===== config.mk =====
export PLATFORM = sky130hd
export DESIGN_NAME = chroma_interp_pipe
export DESIGN_NICKNAME = d
export VERILOG_FILES = /design/src/rtl/chroma_interp_pipe.sv
export SDC_FILE = /design/constraint.sdc
export NUM_CORES = 1
export LEC_CHECK = 0
export CAP_MARGIN = 10
export CORE_ASPECT_RATIO = 0.7
export CORE_MARGIN = 4
export CORE_UTILIZATION = 46
export CTS_CLUSTER_SIZE = 10
export DETAILED_ROUTE_END_ITERATION = 16
export HOLD_SLACK_MARGIN = 0.15
export PLACE_DENSITY = 0.75
export SYNTH_ARGS = -nofsm -noshare
export SYNTH_HDL_FRONTEND = slang
export SYNTH_SLANG_ARGS = --single-unit

===== constraint.sdc =====
create_clock -name clk -period 9.5 [get_ports clk]
set_input_delay 1.9 -clock clk [delete_from_list [all_inputs] [get_ports clk]]
set_output_delay 1.9 -clock clk [all_outputs]
set_load 0.05 [all_outputs]

===== src/rtl/chroma_interp_pipe.sv =====
// Pipelined H.264 chroma bilinear interpolator with valid/ready streaming and per-block sequencing.
// Optional macro CHROMA_RAW_OUT_EN adds out_raw, the unrounded weighted sum aligned with out_pix.
module chroma_interp_pipe #(
   parameter int BIT_DEPTH = 8,
   parameter int FRAC_BITS = 3,
   parameter int CNT_W     = 9
) (
   input  logic                 clk,
   input  logic                 rst_n,
   input  logic                 start,
   input  logic [FRAC_BITS-1:0] xfrac,
   input  logic [FRAC_BITS-1:0] yfrac,
   input  logic [CNT_W-1:0]     num_samples,
   output logic                 busy,
   input  logic                 in_valid,
   output logic                 in_ready,
   input  logic [BIT_DEPTH-1:0] a,
   input  logic [BIT_DEPTH-1:0] b,
   input  logic [BIT_DEPTH-1:0] c,
   input  logic [BIT_DEPTH-1:0] d,
   output logic                 out_valid,
   input  logic                 out_ready,
   output logic [BIT_DEPTH-1:0] out_pix,
   output logic                 out_last
`ifdef CHROMA_RAW_OUT_EN
   ,
   output logic [BIT_DEPTH+2*FRAC_BITS-1:0] out_raw
`endif
);

   localparam int PW = BIT_DEPTH + 2 * FRAC_BITS;
   localparam int WW = 2 * FRAC_BITS + 1;
   localparam int FW = FRAC_BITS + 1;
   localparam logic [FW-1:0] W_FULL = FW'(1) << FRAC_BITS;
   localparam logic [PW-1:0] RND    = PW'(1) << (2 * FRAC_BITS - 1);

   typedef enum logic [1:0] {IDLE, RUN, DRAIN} state_t;

   state_t               state_q, state_d;
   logic [FRAC_BITS-1:0] xfrac_q, yfrac_q;
   logic [CNT_W-1:0]     num_q, in_count;

   logic [FW-1:0] wx0, wx1, wy0, wy1;
   logic [WW-1:0] w00, w10, w01, w11;
   logic          adv, accept, in_last, done;

   logic          s1_v, s1_last, s2_v, s2_last;
   logic [PW-1:0] s1_pa, s1_pb, s1_pc, s1_pd, s2_sum;

   // Weights carry one extra bit so W - 0 = W is represented exactly.
   assign wx1 = {1'b0, xfrac_q};
   assign wy1 = {1'b0, yfrac_q};
   assign wx0 = W_FULL - wx1;
   assign wy0 = W_FULL - wy1;
   assign w00 = WW'(wx0) * WW'(wy0);
   assign w10 = WW'(wx1) * WW'(wy0);
   assign w01 = WW'(wx0) * WW'(wy1);
   assign w11 = WW'(wx1) * WW'(wy1);

   assign adv      = !out_valid || out_ready;
   assign in_ready = (state_q == RUN) && adv;
   assign accept   = in_valid && in_ready;
   assign in_last  = (in_count == num_q - CNT_W'(1));
   assign done     = out_valid && out_ready && out_last;
   assign busy     = (state_q != IDLE);

   // NOTE: every output of a combinational block gets a default first, so no path infers a latch.
   always_comb begin
      state_d = state_q;
      unique case (state_q)
         IDLE:    if (start)            state_d = RUN;
         RUN:     if (accept && in_last) state_d = DRAIN;
         DRAIN:   if (done)             state_d = IDLE;
         default:                       state_d = IDLE;
      endcase
   end

   // NOTE: state is updated with non-blocking assignments so all flops sample pre-edge values.
   always_ff @(posedge clk or negedge rst_n) begin
      if (!rst_n) begin
         state_q  <= IDLE;
         xfrac_q  <= '0;
         yfrac_q  <= '0;
         num_q    <= '0;
         in_count <= '0;
      end else begin
         state_q <= state_d;
         if (state_q == IDLE && start) begin
            xfrac_q  <= xfrac;
            yfrac_q  <= yfrac;
            num_q    <= (num_samples == '0) ? CNT_W'(1) : num_samples;
            in_count <= '0;
         end else if (accept) begin
            in_count <= in_count + CNT_W'(1);
         end
      end
   end

   // Products and sums cannot overflow PW bits because the four weights total W^2.
   always_ff @(posedge clk or negedge rst_n) begin
      if (!rst_n) begin
         s1_v      <= 1'b0;
         s1_last   <= 1'b0;
         s1_pa     <= '0;
         s1_pb     <= '0;
         s1_pc     <= '0;
         s1_pd     <= '0;
         s2_v      <= 1'b0;
         s2_last   <= 1'b0;
         s2_sum    <= '0;
         out_valid <= 1'b0;
         out_last  <= 1'b0;
         out_pix   <= '0;
`ifdef CHROMA_RAW_OUT_EN
         out_raw   <= '0;
`endif
      end else if (adv) begin
         s1_v      <= accept;
         s1_last   <= accept && in_last;
         s1_pa     <= PW'(w00) * PW'(a);
         s1_pb     <= PW'(w10) * PW'(b);
         s1_pc     <= PW'(w01) * PW'(c);
         s1_pd     <= PW'(w11) * PW'(d);
         s2_v      <= s1_v;
         s2_last   <= s1_last;
         s2_sum    <= s1_pa + s1_pb + s1_pc + s1_pd;
         out_valid <= s2_v;
         out_last  <= s2_last;
         out_pix   <= BIT_DEPTH'((s2_sum + RND) >> (2 * FRAC_BITS));
`ifdef CHROMA_RAW_OUT_EN
         out_raw   <= s2_sum;
`endif
      end
   end

endmodule


==> impl_results.md, run 1 <==
- Run status: finished, final reports clean
- Count of unresolved DRC violations after routing: 0
- Detail Route Antenna Nets: 0
- Row Count: 51
- Highest Clock Rate: 129 MHz
- Number of buffers inserted by port buffering: 63
- Number of nets in the final layout: 1841
- Part of the Yosys area used for sequential elements: between 20% and 30%
- Yosys warnings: 0
- WL final: 30.4 mm
- Clock period minus final worst setup slack: between 7 and 8 ns
- CP Launch Type: register
- Worst setup EP type: register
- Setup-violating endpoint count in the final report: 0
- Die area: 0.0313 mm^2
- Wirelength per Cell: ~16 um
- Via count of the routed design: 9926
- GPL Wtd Cong: 0.911
- Type of the worst min-delay path: reg2reg
- Number of enable flip-flop cells after synthesis: 0
- Multi-input gate area in the final layout: 0.00965 mm^2
- Effective utilization at floorplan: 46.9%
- Pre-antenna DRT Iters: 5
- Number of hold-repair buffers added at the cts stage: 0
- Sink count of the clock tree: 105
- Maximum clock skew at final layout: ~0.012 ns
- Layout-stage area growth over the synthesis result: 10.1%
- Clock latency of the later-clocked register in the worst-skew pair: 0.36 ns
- Core ar.: 0.0279 mm^2
- Setup repair after global routing missed its margin: false
- TritonCTS clock tree: yes
- Initial antenna violation count: 0
- Number of H-tree branching levels: 3
- Mapped Cells: 1437
- DR vias/cell: 5.33
- Final-report max-slew violation count: 0
- Worst hold path cell count: 2
- Instance area at placement: 0.0141 mm^2
- Total grt overflow: 0
- Height of the die: 149 um
- Post-route cell area: between 0.01 and 0.015 mm^2
- Number of resized instances in the post-cts repair step: 0
- Register area: 0.00263 mm^2
- Syn_nets: 1793
- Path depth of the worst reg2reg path: 27
- Critical path type: reg2reg
- Async SR Flop Fraction: 100%
- Wire length of the first global-routing pass: 51.8 mm
- Number of buffers between clock root and the deepest sink: 2
- Number of clock buffers inserted by TritonCTS: 9
- Distinct cells, synth: 58
- Flops & latches, synth: 105
- Buffers inserted during post-CTS setup optimization: 0
- Initial DRC count: 540
- CP Data Arrival Time: 7.99 ns
- Area leader, netlist: fa_1
- Io pins: 64
- Largest fanout on the critical path: 19
- Hold violation total from the final report: 0
- Mean instance size in the synthesized netlist: 9.12 um^2
- Clock-pin transition on the worst setup and hold timing paths: 0.08 ns
- Worst EP required: 9.74 ns
- Proportion of netlist area held by the largest area contributor: 22.3%
- Proportion of layout cells with a drive suffix above 1: 2.55%
- Main area contributors after synthesis: fa_1, dfrtp_1, ha_1
- Dominant register cell in the synthesized netlist: dfrtp_1
- Global routing usage summed across all routing layers: 20.1%
- Antenna Cells: 0
- HPWL after detailed placement: between 20 and 25 mm
- Count of filler cells inserted in the layout: 2605
- Via count of the first global-routing pass: 10200
- Slew of the pin with the lowest slew margin: 0.844 ns
- Post-route fraction of the period consumed by the critical path: 81.6%
- Slew headroom: 43.8%
- Sum Neg Setup Slack: 0 ns
- Horizontal extent of the die: 210 um
- Largest net degree at the start of global routing: 77
- Post-Syn Area: ~0.013 mm^2
- Clock root buffer: clkbuf_16
- MaxCap Viol Count: 0
-- through the flow --
stage	hold slack, ns	utilization, %	instances	setup WS (ns)
after global placement	0.451	50.6	1845	1.99
after floorplan	0.430	-	1437	2.61
after global routing	0.501	51.6	1861	1.18
after CTS	0.468	51.6	1861	1.77
after detailed placement	0.453	50.6	1845	1.79
final	0.463	51.6	1861	1.75
-- sequential cells by signal (all words and copies together) (netlist names) --
signal / count
out_valid: 1
out_pix: 8
s1_v: 1
out_last: 1
s1_pd: 14
num_q: 9
xfrac_q: 3
in_count: 9
s1_pa: 14
yfrac_q: 3
s1_pc: 14
s2_last: 1
s2_v: 1
s1_pb: 14
s2_sum: 9
state_q: 2
s1_last: 1
-- worst max-delay path, stage by stage (launching register included) --
cell and delay [ns]:
dfrtp_1 0.71, inv_2 0.13, ha_1 0.23, xnor2_1 0.43, nand2_1 0.15, fa_1 0.55, inv_1 0.04, fa_1 0.48
fa_1 0.42, a21o_1 0.20, a21oi_1 0.13, xnor3_1 0.52, and2_1 0.22, fa_1 0.47, inv_1 0.05, fa_1 0.47
inv_1 0.05, fa_1 0.47, inv_1 0.05, fa_1 0.47, inv_1 0.04, ha_1 0.32, o21a_1 0.12, o21a_1 0.18
nand3_1 0.11, nand3_1 0.10, a2111oi_0 0.42, nor3b_1 0.09
-- Yosys cell counts (4+ instances only) --
cell / number
nor2_1: 51
inv_2: 4
buf_1: 6
o21bai_1: 8
nand2_1: 213
a2111oi_0: 6
nand4_1: 7
ha_1: 158
xnor2_1: 53
nor3_1: 12
a21oi_1: 52
a211o_1: 5
xor2_1: 27
o21ai_1: 45
clkbuf_1: 23
nor2b_1: 10
o31ai_1: 4
a21o_1: 32
or3_1: 5
mux2_1: 9
fa_1: 146
o21a_1: 13
nor3b_1: 6
a211oi_1: 13
nand2b_1: 16
dfrtp_1: 105
nand3_1: 13
nand3b_1: 11
o21ai_0: 5
inv_1: 188
o211ai_1: 9
and3_1: 19
and2_1: 122
-- metal layers --
layer	vias up	GRT usage, %	routed length (um)
met5	-	0	0
met4	0	4.30	550
met3	35	3.59	1740
met2	221	30.2	13200
met1	4886	30.7	14900
li1	4784	-	-
-- cell families after synthesis --
kind of cell / count (synthesis) / synth area share (%)
compound gates: 211 / 10.6
xor+xnor: 81 / 5.52
fa+ha+maj: 304 / 37.4
buf+inv: 223 / 6.41
flops: 105 / 20.0
mux: 12 / 1.00
simple gates: 501 / 19.1
-- layout by cell type (no fill, tap or decap), types with 7 or more instances in the layout --
master / synthesis / layout
nand2_1: 213 / 213
inv_1: 188 / 188
ha_1: 158 / 158
fa_1: 146 / 146
and2_1: 122 / 122
dfrtp_1: 105 / 105
clkdlybuf4s50_1: 0 / 62
xnor2_1: 53 / 53
a21oi_1: 52 / 52
nor2_1: 51 / 50
o21ai_1: 45 / 45
a21o_1: 32 / 32
xor2_1: 27 / 27
and3_1: 19 / 19
nand2b_1: 16 / 15
o21a_1: 13 / 13
nand3_1: 13 / 13
a211oi_1: 13 / 13
nor3_1: 12 / 12
nand3b_1: 11 / 11
nor2b_1: 10 / 9
o211ai_1: 9 / 9
mux2_1: 9 / 9
clkbuf_16: 0 / 9
o21bai_1: 8 / 8
nand4_1: 7 / 7
-- path summary, 6_finish.rpt --
check / start / endpoint / slack (ns)
worst max-delay path: xfrac_q[0] / s1_pa[13] / 1.75
worst min-delay path: s2_v / s2_v / 0.46
worst max register to register: xfrac_q[0] / s1_pa[13] / 1.75
worst min register to register: s2_v / s2_v / 0.46
max in group asynchronous: rst_n / in_count[4] / 6.74
min in group asynchronous: rst_n / num_q[8] / 1.52
-- cell type report --
type                       instances  share of cell area [%]
clock inverter                     6                   0.451
sequential                       105                    18.2
tap                              371                    3.22
clock buffer                      10                    1.59
inverter                         192                    5.00
multi-input combinational       1109                    66.9
timing repair buffer              68                    4.62
Power of run 1 is left out: the tool's default activity adds up to more than one toggle a clock period on the data nets, which glitch-free logic cannot reach.
==> run 2, diff against run 1 <==
- clock period: 9.5 -> 7.9 ns (I/O delays scaled with it)
==> impl_results.md, run 2 (synthesis results as in run 1) <==
- Highest Clock Rate: 134 MHz (+3.8%)
- Slew headroom: 41.7% (-2.0 points)
- DR vias/cell: 5.36 (+0.41%)
- Post-route fraction of the period consumed by the critical path: 94.5% (+13 points)
- Core ar.: 0.0279 mm^2 (unchanged)
- Largest fanout on the critical path: 9 (-10)
- Number of buffers inserted by port buffering: 63 (unchanged)
- Number of clock buffers inserted by TritonCTS: 9 (unchanged)
- Count of filler cells inserted in the layout: 2580 (-0.96%)
- Horizontal extent of the die: 210 um (unchanged)
- Detail Route Antenna Nets: 0 (unchanged)
- Pre-antenna DRT Iters: 5 (unchanged)
- Number of buffers between clock root and the deepest sink: 2 (unchanged)
- Wire length of the first global-routing pass: 50.9 mm (-1.8%)
- Slew of the pin with the lowest slew margin: 0.871 ns (+0.0277 ns)
- Effective utilization at floorplan: 46.9% (unchanged)
- CP Data Arrival Time: 7.70 ns (-0.29 ns)
- Count of unresolved DRC violations after routing: 0 (unchanged)
- Antenna Cells: 0 (unchanged)
- Largest net degree at the start of global routing: 76 (-1.3%)
- Proportion of layout cells with a drive suffix above 1: 2.88% (+0.33 points)
- Maximum clock skew at final layout: 0.00606 ns (-0.00565 ns)
- HPWL after detailed placement: 24.5 mm (-0.62%)
- Sum Neg Setup Slack: 0 ns (unchanged)
- Placement Setup Slack: 0.377 ns (-1.41 ns)
- Sink count of the clock tree: 105 (unchanged)
- TritonCTS clock tree: yes
- Buffers inserted during post-CTS setup optimization: 0 (unchanged)
- Commonest cells after routing, fill and taps aside: nand2_1, inv_1, ha_1
- Layout-stage area growth over the synthesis result: 10.2%
- Via count of the routed design: 9983 (+0.57%)
- CP Launch Type: register
- Final WS setup: 0.434 ns (-1.31 ns)
- Global routing usage summed across all routing layers: 19.8% (-0.36 points)
- Run status: finished, final reports clean
- Clock-pin transition on the worst setup and hold timing paths: 0.07 ns (about the same)
- Height of the die: 149 um (unchanged)
- GPL Wtd Cong: 0.868 (-4.8%)
- Setup repair after global routing missed its margin: false
- Io pins: 64 (unchanged)
- Most frequent standard cell in the layout excluding fill and tap cells: nand2_1
- Number of H-tree branching levels: 3 (unchanged)
- Critical path type: reg2reg
- Clock latency of the later-clocked register in the worst-skew pair: 0.36 ns (about the same)
- Wirelength per Cell: 16.2 um (-0.87%)
- Longest individual stage delay on the worst path: 0.55 ns (-0.16 ns)
- Die area: 0.0313 mm^2 (unchanged)
- Total grt overflow: 0 (unchanged)
- Library cell appearing most often on the critical path: fa_1
- Utilization after layout: 51.7% (+0.085 points)
- Initial antenna violation count: 0 (unchanged)
- Worst EP required: 8.13 ns (-1.61 ns)
- Clock period minus final worst setup slack: 7.47 ns (-0.285 ns)
- Setup-violating endpoint count in the final report: 0 (unchanged)
- MaxCap Viol Count: 0 (unchanged)
- Worst setup EP type: register
- Via count of the first global-routing pass: 10000 (-1.7%)
- WL final: 30.2 mm (-0.71%)
- Hold violation total from the final report: 0 (unchanged)
- Clock root buffer: clkbuf_16
- Final-report max-slew violation count: 0 (unchanged)
- Type of the worst min-delay path: reg2reg
- Number of nets in the final layout: 1845 (+0.22%)
- Initial DRC count: 630 (+17%)
- Row Count: 51 (unchanged)
- Master of the slowest instance on the critical path: fa_1
run 2: changes by cell type in the layout (fill, tap and decap cells not counted), sizes merged:
cell    previous run  this run
inv              194       192
clkbuf            10        11
bufinv             1         0
clkinv             2         3
buf                6        10
run 2: path summary, 6_finish.rpt:
kind                            startpoint         to  slack (ns)  depth (start not counted)
worst max-delay path            xfrac_q[1]  s1_pa[13]        0.43                         27
worst min-delay path                  s2_v       s2_v        0.46                          2
worst max register to register  xfrac_q[1]  s1_pa[13]        0.43                         27
min in group asynchronous            rst_n   num_q[5]        1.22                          1
worst min register to register        s2_v       s2_v        0.46                          2
max in group asynchronous            rst_n   s1_pc[4]        5.49                          2
run 2: metal layers:
metal  share of wire (%)  up-vias  routed length (um)  GRT usage (%)
li1                    -     4773                   -              -
met1                  49     4953               14700           29.4
met2                  44      227               13300           30.4
met3                 5.5       30                1650           3.70
met4                 1.6        0                 495           4.30
met5                   0        -                   0              0
run 2: timing repair:
action,4_1_cts,5_1_grt
gates resized for setup,0,2
hold buffers,0,0
setup endpoints to repair,0,1
run 2: through the flow:
step / instance area [um^2] / hold slack, ns / cells
6_report: 14400 / 0.460 / 1864
5_1_grt: 14400 / 0.484 / 1864
4_1_cts: 14400 / 0.468 / 1864
3_5_place_dp: 14200 / 0.452 / 1849
3_3_place_gp: 14200 / 0.448 / 1849
2_1_floorplan: 13100 / 0.430 / 1437
run 2: layout make-up:
class / count / area, um^2 / area share (%)
Clock buffer: 11 / 243 / 1.68
Clock inverter: 4 / 30.0 / 0.208
Inverter: 192 / 721 / 4.99
Multi-Input combinational cell: 1109 / 9670 / 66.9
Sequential cell: 105 / 2630 / 18.2
Tap cell: 371 / 464 / 3.21
Timing Repair Buffer: 72 / 696 / 4.82
run 2: critical path: cells and delay by family, from the launching register on:
| kind | cells | cell delay [ns] |
|---|---|---|
| xor+xnor | 2 | 0.80 |
| buf+inv | 6 | 0.38 |
| simple gates | 5 | 0.66 |
| compound gates | 5 | 1.07 |
| flops | 1 | 0.48 |
| fa+ha+maj | 9 | 3.95 |
Power of run 2 is left out for the same reason.
==> run 3, diff against run 2 <==
- CELL_PAD_IN_SITES_DETAIL_PLACEMENT: default -> 0
- CELL_PAD_IN_SITES_GLOBAL_PLACEMENT: default -> 1
- CORE_UTILIZATION: 46 -> 49
- PLACE_DENSITY: 0.75 -> 0.94
==> impl_results.md, run 3 (synthesis results as in run 1) <==
- Worst setup EP type: register
- Horizontal extent of the die: 203 um (-3.0%)
- Initial DRC count: 599 (-4.9%)
- GPL Wtd Cong: 0.882 (+1.6%)
- Hold path start: s2_v
- Detail Route Antenna Nets: 0 (unchanged)
- Highest Clock Rate: 137 MHz (+2.1%)
- Number of nets in the final layout: 1846 (+0.054%)
- Number of clock buffers inserted by TritonCTS: 9 (unchanged)
- Pre-antenna DRT Iters: 5 (unchanged)
- Effective utilization at floorplan: 50.4% (+3.5 points)
- Hold violation total from the final report: 0 (unchanged)
- HPWL after detailed placement: 24.4 mm (-0.55%)
- Number of H-tree branching levels: 3 (unchanged)
- Slew of the pin with the lowest slew margin: 0.962 ns (+0.0909 ns)
- Count of placed standard cells in the final layout, fillers left out: 1853 (-0.59%)
- Via count of the routed design: 9923 (-0.60%)
- Setup repair after global routing missed its margin: false
- Die area: 0.0295 mm^2 (-5.8%)
- Run status: finished, final reports clean
- Most frequent standard cell in the layout excluding fill and tap cells: nand2_1
- Final-report max-slew violation count: 0 (unchanged)
- Clock period minus final worst setup slack: 7.31 ns (-0.153 ns)
- Type of the worst min-delay path: reg2reg
- Longest individual stage delay on the worst path: 0.54 ns (about the same)
- CP Launch Type: register
- Count of unresolved DRC violations after routing: 0 (unchanged)
- Number of hold-repair buffers added at the cts stage: 0 (unchanged)
- Library cell appearing most often on the critical path: fa_1
- Clock-pin transition on the worst setup and hold timing paths: 0.07 ns (about the same)
- Largest fanout on the critical path: 9 (unchanged)
- Total grt overflow: 0 (unchanged)
- Utilization after layout: 55.6% (+3.9 points)
- Number of buffers inserted by port buffering: 63 (unchanged)
- Post-route fraction of the period consumed by the critical path: 92.6% (-1.9 points)
- Wire length of the first global-routing pass: 50.9 mm (about the same)
- Core ar.: 0.0260 mm^2 (-7.0%)
- Io pins: 64 (unchanged)
- Master of the slowest instance on the critical path: fa_1
- DR vias/cell: 5.36 (about the same)
- CP Data Arrival Time: 7.54 ns (-0.16 ns)
- Initial antenna violation count: 0 (unchanged)
- Height of the die: 145 um (-2.9%)
- Instance area at placement: 0.0141 mm^2 (about the same)
- Sink count of the clock tree: 105 (unchanged)
- Number of buffers between clock root and the deepest sink: 2 (unchanged)
- TritonCTS clock tree: yes
- Commonest cells after routing, fill and taps aside: nand2_1, inv_1, ha_1
- Path depth of the worst reg2reg path: 28 (+3.7%)
- Clock root buffer: clkbuf_16
- Setup-violating endpoint count in the final report: 0 (unchanged)
- Sum Neg Setup Slack: 0 ns (unchanged)
- Post-route cell area: 0.0145 mm^2 (about the same)
- MaxCap Viol Count: 0 (unchanged)
- Slew headroom: 35.7% (-6.0 points)
- Clock latency of the later-clocked register in the worst-skew pair: 0.35 ns (about the same)
- Critical path type: reg2reg
- WL final: 29.7 mm (-1.4%)
- Wirelength per Cell: 16.0 um (-0.84%)
- R2R setup slack: 0.59 ns (+0.15 ns)
- Worst EP required: 8.13 ns (about the same)
- Largest net degree at the start of global routing: 76 (unchanged)
- R2r endpoint: s1_pa[13]
- Row Count: 49 (-3.9%)
- Global routing usage summed across all routing layers: 21.2% (+1.4 points)
- Via count of the first global-routing pass: 10000 (+0.32%)
- Worst hold path cell count: 2 (unchanged)
- Maximum clock skew at final layout: 0.00649 ns (+0.000427 ns)
- Proportion of layout cells with a drive suffix above 1: 3.01% (+0.13 points)
- Worst R2R Start: xfrac_q[1]
- Layout-stage area growth over the synthesis result: 10.3% (about the same)
- Placed insts: 1836 (-0.70%)
- Worst min-delay path endpoint: s2_v
[run 3: changes by cell type in the layout (fill, tap and decap cells not counted), sizes merged]
cell      change
buf           +1
diode         +1
bufinv        +1
clkinvlp      -1
inv           +2
clkbuf        -1
[run 3: worst max path at each step]
| stage | end | slack (ns) | depth (start not counted) | start |
|---|---|---|---|---|
| floorplan | s1_pa[13] | 1.01 | 28 | xfrac_q[0] |
| global placement | s1_pa[13] | 0.63 | 27 | yfrac_q[1] |
| detailed placement | s1_pa[13] | 0.49 | 27 | yfrac_q[1] |
| CTS | s1_pa[13] | 0.48 | 27 | yfrac_q[1] |
| global route | s1_pa[13] | 0.1 | 27 | yfrac_q[1] |
| finish | s1_pa[13] | 0.59 | 28 | xfrac_q[1] |
[run 3: layout make-up]
cell class	instances	area, um^2
inverter	192	721
multi-input combinational	1109	9660
clock inverter	6	62.6
timing repair buffer	73	703
antenna	1	2.50
clock buffer	10	239
tap	357	447
fill	2408	11500
sequential	105	2630
[run 3: metrics by stage]
| step | setup WS (ns) | hold slack (ns) |
|---|---|---|
| after CTS | 0.484 | 0.463 |
| after floorplan | 1.01 | 0.430 |
| after global routing | 0.0953 | 0.482 |
| after global placement | 0.631 | 0.445 |
| final | 0.587 | 0.459 |
| after detailed placement | 0.490 | 0.448 |
[run 3: repair_timing]
| action | in CTS | in global routing |
|---|---|---|
| endpoints found under the setup margin | 0 | 1 |
| setup buffers | 0 | 0 |
| resized for setup | 0 | 1 |
[run 3: critical path: cells and delay by family (launching register included)]
kind | cells | cell delay [ns]
xor gates and xnor gates | 2 | 0.67
buffers and inverters | 7 | 0.52
adders and majority gates | 9 | 3.87
AOI/OAI and AO/OA | 5 | 1.06
DFF | 1 | 0.47
and+or+nand+nor | 5 | 0.61
[run 3: routing by layer]
layer,up-vias,global-route usage (%),routed length (um)
li1,4798,-,-
met1,4890,32.4,15100
met2,210,33.4,13100
met3,25,2.32,1180
met4,0,3.51,382
met5,-,0,0
Power of run 3 is left out for the same reason.
==> RTL change 1 (config.mk and constraints of run 2) <==
Set the parameter `BIT_DEPTH` to 4 (it was 8).
--- a/src/rtl/chroma_interp_pipe.sv
+++ b/src/rtl/chroma_interp_pipe.sv
@@ -2,5 +2,5 @@
 // Optional macro CHROMA_RAW_OUT_EN adds out_raw, the unrounded weighted sum aligned with out_pix.
 module chroma_interp_pipe #(
-   parameter int BIT_DEPTH = 8,
+   parameter int BIT_DEPTH = 4,
    parameter int FRAC_BITS = 3,
    parameter int CNT_W     = 9
Ports: changed (5 resized); port bits go from 64 to 44. The function was not compared with the original's and may differ.
==> RTL change 1 against run 2 <==
- die area is 38% lower
- sequential cell count is 24 lower
- clock skew is 0.0020 ns lower
- wire length is 45% lower
- via count is 42% lower
- area after synthesis is 40% lower
- worst hold slack better by 0.0023 ns
- highest routed layer unchanged
- count of clock-buffer cells in the layout stayed put
- design area is 39% lower
- worst setup slack better by 1.2 ns
Power is left out: the tool's default activity adds up to more than one toggle a clock period on the data nets, which glitch-free logic cannot reach.
==> RTL change 1: results (changes against run 2) <==
grt:
  grt_start_max_net_pins: 77  # was 76
  grt_pass1_vias: 5870  # was 10000
  track_usage: 0.183  # was 0.198
  antenna_found_initial: 0  # unchanged
  grt_pass1_wl_mm: 28.8  # was 50.9 mm
clock_tree:
  insertion_delay_ns: 0.34  # was 0.36 ns
  cts_post_setup_buffers_inserted: 0  # unchanged
  clock_path_buffers: 2  # unchanged
  clkTransAtPathRegs_ns: 0.06
  cts.repair.resized: 0  # unchanged
  numCtsBuffers: 9  # unchanged
  clock-root-buffer: "clkbuf_16"  # unchanged
  cts_max_level: 3  # unchanged
critical_path:
  path_max_fanout: 18  # was 9
  arrival_ns: 6.58  # was 7.70 ns
synthesis:
  synth-async-reset-ratio: 1.00  # unchanged
  ys_types: 62  # was 58
  synth_commonest_cells: "nand2_1, ha_1, inv_1, dfrtp_1, and2_1"  # was nand2_1, inv_1, ha_1, fa_1, and2_1
  synth_most_common_cell: "nand2_1"  # unchanged
  ys_top_cells_by_area: "dfrtp_1, fa_1, ha_1"  # was fa_1, dfrtp_1, ha_1
  syn_nets: 1044  # was 1793
  synth_edf_count: 0  # unchanged
  synth-seq-area-share: 0.256  # was 0.200
  synth_warnings: 0  # unchanged
status:
  status: "complete, no violations"  # unchanged
final_layout:
  insertedDiodeCount: 0  # unchanged
  drive_gt1_frac: 0.0483  # was 0.0288
  nets: 1081  # was 1845
timing:
  finClkSkew_ns: 0.00409  # was 0.00606 ns
  worst_pin_slew_ns: 0.994  # was 0.871 ns
placed_design:
  place_congestion: 0.884  # was 0.868
  dpl_worst_slack_ns: 1.65  # was 0.377 ns
  io_buffers: 43  # was 63
  hpwl_mm: 12.9  # was 24.5 mm
route:
  initialDrtViolationCount: 364  # was 630
  totalWireLength_mm: 16.5  # was 30.2 mm
  vias: 5796  # was 9983
  drt_pre_antenna_iters: 5  # unchanged
worst_hold_path:
  hold_path.class: "flop to flop"  # unchanged
run:
  max_cap_viol_count: 0  # unchanged
-- RTL change 1: changes by cell type after synthesis, moves of 13 or more --
cell / run 2 / this run
dfrtp_1: 105 / 81
nor2_1: 51 / 36
o21ai_1: 45 / 2
a21o_1: 32 / 19
fa_1: 146 / 67
o21ai_0: 5 / 33
ha_1: 158 / 92
xnor2_1: 53 / 37
and2_1: 122 / 69
inv_1: 188 / 86
nand2_1: 213 / 131
-- RTL change 1: per-stage QoR --
stage,cells,area [µm²]
5_1_grt,1116,8870
6_report,1116,8870
3_5_place_dp,1100,8570
2_1_floorplan,849,7910
4_1_cts,1116,8870
3_3_place_gp,1100,8570
-- RTL change 1: routing by layer --
metal / wire (µm) / global-route usage / share of wire
met1: 8650 / 0.278 / 0.52
met2: 6780 / 0.267 / 0.41
met3: 880 / 0.0452 / 0.053
met4: 193 / 0.0306 / 0.012
met5: 0 / 0 / 0
-- RTL change 1: cells by family after synthesis --
| logic type | count (synthesis) | synth area share |
|---|---|---|
| AND/OR/NAND/NOR | 304 | 0.194 |
| adder cells (fa/ha/maj) | 159 | 0.315 |
| AO/OA/AOI/OAI | 122 | 0.0940 |
| buffers and inverters | 107 | 0.0516 |
| flip-flops | 81 | 0.256 |
| XOR/XNOR | 66 | 0.0748 |
| multiplexers | 10 | 0.0141 |
-- RTL change 1: worst paths after layout --
check / slack (ns) / startpoint / end / cells after the start
worst min-delay path: 0.46 / s2_v / out_valid / 1
min in group asynchronous: 1.04 / rst_n / out_pix[0] / 1
worst max-delay path: 1.59 / yfrac_q[0] / s1_pa[9] / 20
worst min register to register: 0.46 / s2_v / out_valid / 1
worst max register to register: 1.59 / yfrac_q[0] / s1_pa[9] / 20
max in group asynchronous: 5.69 / rst_n / s1_pd[2] / 2
-- RTL change 1: cell type report --
cell class | instances | area, µm²
clock buffers | 11 | 243
clock inverters | 5 | 62.6
fillers | 1524 | 7720
inverters | 86 | 323
multi-input cells | 661 | 5480
flip-flops and latches | 81 | 2030
well taps | 225 | 282
repair buffers | 47 | 458
-- RTL change 1: critical path, stage by stage, from the launching register on --
cell and delay (ns):
dfrtp_1 0.73, inv_1 0.19, ha_1 0.24, xnor2_1 0.36, and2_1 0.21, fa_1 0.44
fa_1 0.54, fa_1 0.47, a21o_1 0.20, a21oi_2 0.13, xnor3_1 0.48, and2_2 0.24
fa_1 0.43, ha_1 0.31, ha_1 0.34, o21ai_0 0.18, nand2b_1 0.07, o31a_1 0.14
a2111o_1 0.35, o21ai_1 0.06, nand4b_1 0.11
==> RTL change 2 (flow settings as in run 2) <==
Made on the original files. Re-encode `state_t` (3 states) as one-hot, 3 bits wide.
--- a/src/rtl/chroma_interp_pipe.sv
+++ b/src/rtl/chroma_interp_pipe.sv
@@ -35,5 +35,5 @@
    localparam logic [PW-1:0] RND    = PW'(1) << (2 * FRAC_BITS - 1);
 
-   typedef enum logic [1:0] {IDLE, RUN, DRAIN} state_t;
+   typedef enum logic [2:0] {IDLE = 3'b001, RUN = 3'b010, DRAIN = 3'b100} state_t;
 
    state_t               state_q, state_d;
Behaviour: same outputs for any inputs over 4 cycles, from zero or initial values and one cycle with rst_n low; so few cycles prove little.
==> RTL change 2 against run 2 <==
- first-iteration DRC count rose by 9.4%
- sequential cell count is 1 higher
- non-clock buffer count decreased by 1
- wire length fell by 1.8%
- area after synthesis increased by 0.73%
- critical path depth stayed put
- largest cell class unchanged
- count of clock-buffer cells in the layout decreased by 1
- clock skew increased by 0.0026 ns
- worst setup slack better by 0.044 ns
- design area grew 0.56%
Power is left out: the tool's default activity adds up to more than one toggle a clock period on the data nets, which glitch-free logic cannot reach.
==> RTL change 2: results (changes against run 2) <==
status:
  status: "complete, no violations"  # unchanged
final_layout:
  n_fill_cell: 2543  # was 2580
  drive_gt1_frac: 0.0334  # was 0.0288
  insertedDiodeCount: 0  # unchanged
clock_tree:
  clock_path_buffers: 2  # unchanged
  insertion_delay_ns: 0.36  # about the same
  clock-root-buffer: "clkbuf_16"  # unchanged
  cts_post_setup_buffers_inserted: 0  # unchanged
  cts.repair.resized: 0  # unchanged
synthesis:
  synth-seq-area-share: 0.201  # was 0.200
  syn_nets: 1799  # was 1793
  ys.flop_type: "dfrtp_1"  # unchanged
  ys_top_cells_by_area: "fa_1, dfrtp_1, ha_1"  # unchanged
  synth_warnings: 0  # unchanged
  ys_types: 59  # was 58
  synth-async-reset-ratio: 1.00  # unchanged
  synth_commonest_cells: "nand2_1, inv_1, ha_1, fa_1, and2_1"  # unchanged
timing:
  worst_pin_slew_ns: 0.929  # was 0.871 ns
  finClkSkew_ns: 0.00869  # was 0.00606 ns
  slew_viol_final: 0  # unchanged
critical_path:
  reg2reg_slack_ns: 0.48  # was 0.43 ns
  slowest_stage: "fa_1"  # unchanged
  path_max_fanout: 9  # unchanged
  crit_path_end: "s1_pa[13]"  # unchanged
  cpPeakStageDelay_ns: 0.52  # was 0.55 ns
  regToRegStartpoint: "yfrac_q[1]"  # was xfrac_q[1]
  arrival_ns: 7.67  # was 7.70 ns
  r2r_cells: 27  # unchanged
grt:
  grt_pass1_vias: 9843  # was 10000
  grt_pass1_wl_mm: 49.9  # was 50.9 mm
  track_usage: 0.193  # was 0.198
  grt_start_max_net_pins: 55  # was 76
worst_hold_path:
  min_from: "s2_v"  # unchanged
  hold_depth: 1  # was 2
  hold_path.class: "flop to flop"  # unchanged
route:
  viasPerCell: 5.34  # was 5.36
  initialDrtViolationCount: 689  # was 630
  totalWireLength_mm: 29.6  # was 30.2 mm
placed_design:
  hpwl_mm: 24.0  # was 24.5 mm
  place_congestion: 0.863  # was 0.868
  postPlaceCellArea_um2: 14200  # about the same
  io_buffers: 63  # unchanged
==> RTL change 2: cell count changes after synthesis, moves of 3 or more <==
cell / delta
a21oi_1: +9
inv_2: -4
mux2_1: -9
mux2_2: +9
nand2_1: -3
nor2_1: +6
o21ai_0: +40
o21ai_1: -45
o22ai_1: +3
or3_1: -3
xor2_1: +3
==> RTL change 2: final cells by class <==
class,instances,area share
tap,371,0.0320
multi-input combinational,1116,0.669
sequential,106,0.183
clock inverter,6,0.00456
inverter,187,0.0483
clock buffer,10,0.0158
timing repair buffer,71,0.0474
==> RTL change 2: per-layer routing <==
metal	track usage	vias up	wire length [µm]
met5	0	-	0
met4	0.0350	0	371
met3	0.0306	25	1670
met2	0.293	230	12900
met1	0.296	4903	14700
li1	-	4813	-
==> RTL change 2: through the flow <==
| step | utilization | setup WS (ns) | std cells |
|---|---|---|---|
| floorplan | - | 0.857 | 1443 |
| global placement | 0.508 | 0.737 | 1851 |
| detailed placement | 0.508 | 0.487 | 1851 |
| CTS | 0.519 | 0.473 | 1867 |
| global route | 0.519 | 0.00567 | 1867 |
| finish | 0.519 | 0.479 | 1867 |
==> RTL change 2: kinds of logic (layout without fill, tap and decap cells) <==
| logic type | after synthesis | after routing | share of synthesized area |
|---|---|---|---|
| XOR/XNOR | 83 | 83 | 0.0562 |
| multiplexers | 11 | 11 | 0.00919 |
| AND/OR/NAND/NOR | 503 | 503 | 0.190 |
| flip-flops | 106 | 106 | 0.201 |
| adder cells (fa/ha/maj) | 304 | 304 | 0.371 |
| buffers and inverters | 221 | 274 | 0.0632 |
| AO/OA/AOI/OAI | 215 | 215 | 0.109 |
==> RTL change 2: worst min path at each step <==
stage / slack, ns / endpoint
floorplan: 0.43 / s2_v
global placement: 0.45 / s2_v
detailed placement: 0.46 / out_valid
CTS: 0.47 / out_valid
global route: 0.50 / s2_v
finish: 0.47 / out_valid
==> RTL change 2: critical path: cells and delay by family, from the launching register on <==
family | cells | cell delay (ns)
flip-flops | 1 | 0.46
buffers and inverters | 6 | 0.35
XOR/XNOR | 2 | 0.94
adder cells (fa/ha/maj) | 9 | 3.86
AND/OR/NAND/NOR | 5 | 0.65
AO/OA/AOI/OAI | 5 | 1.04
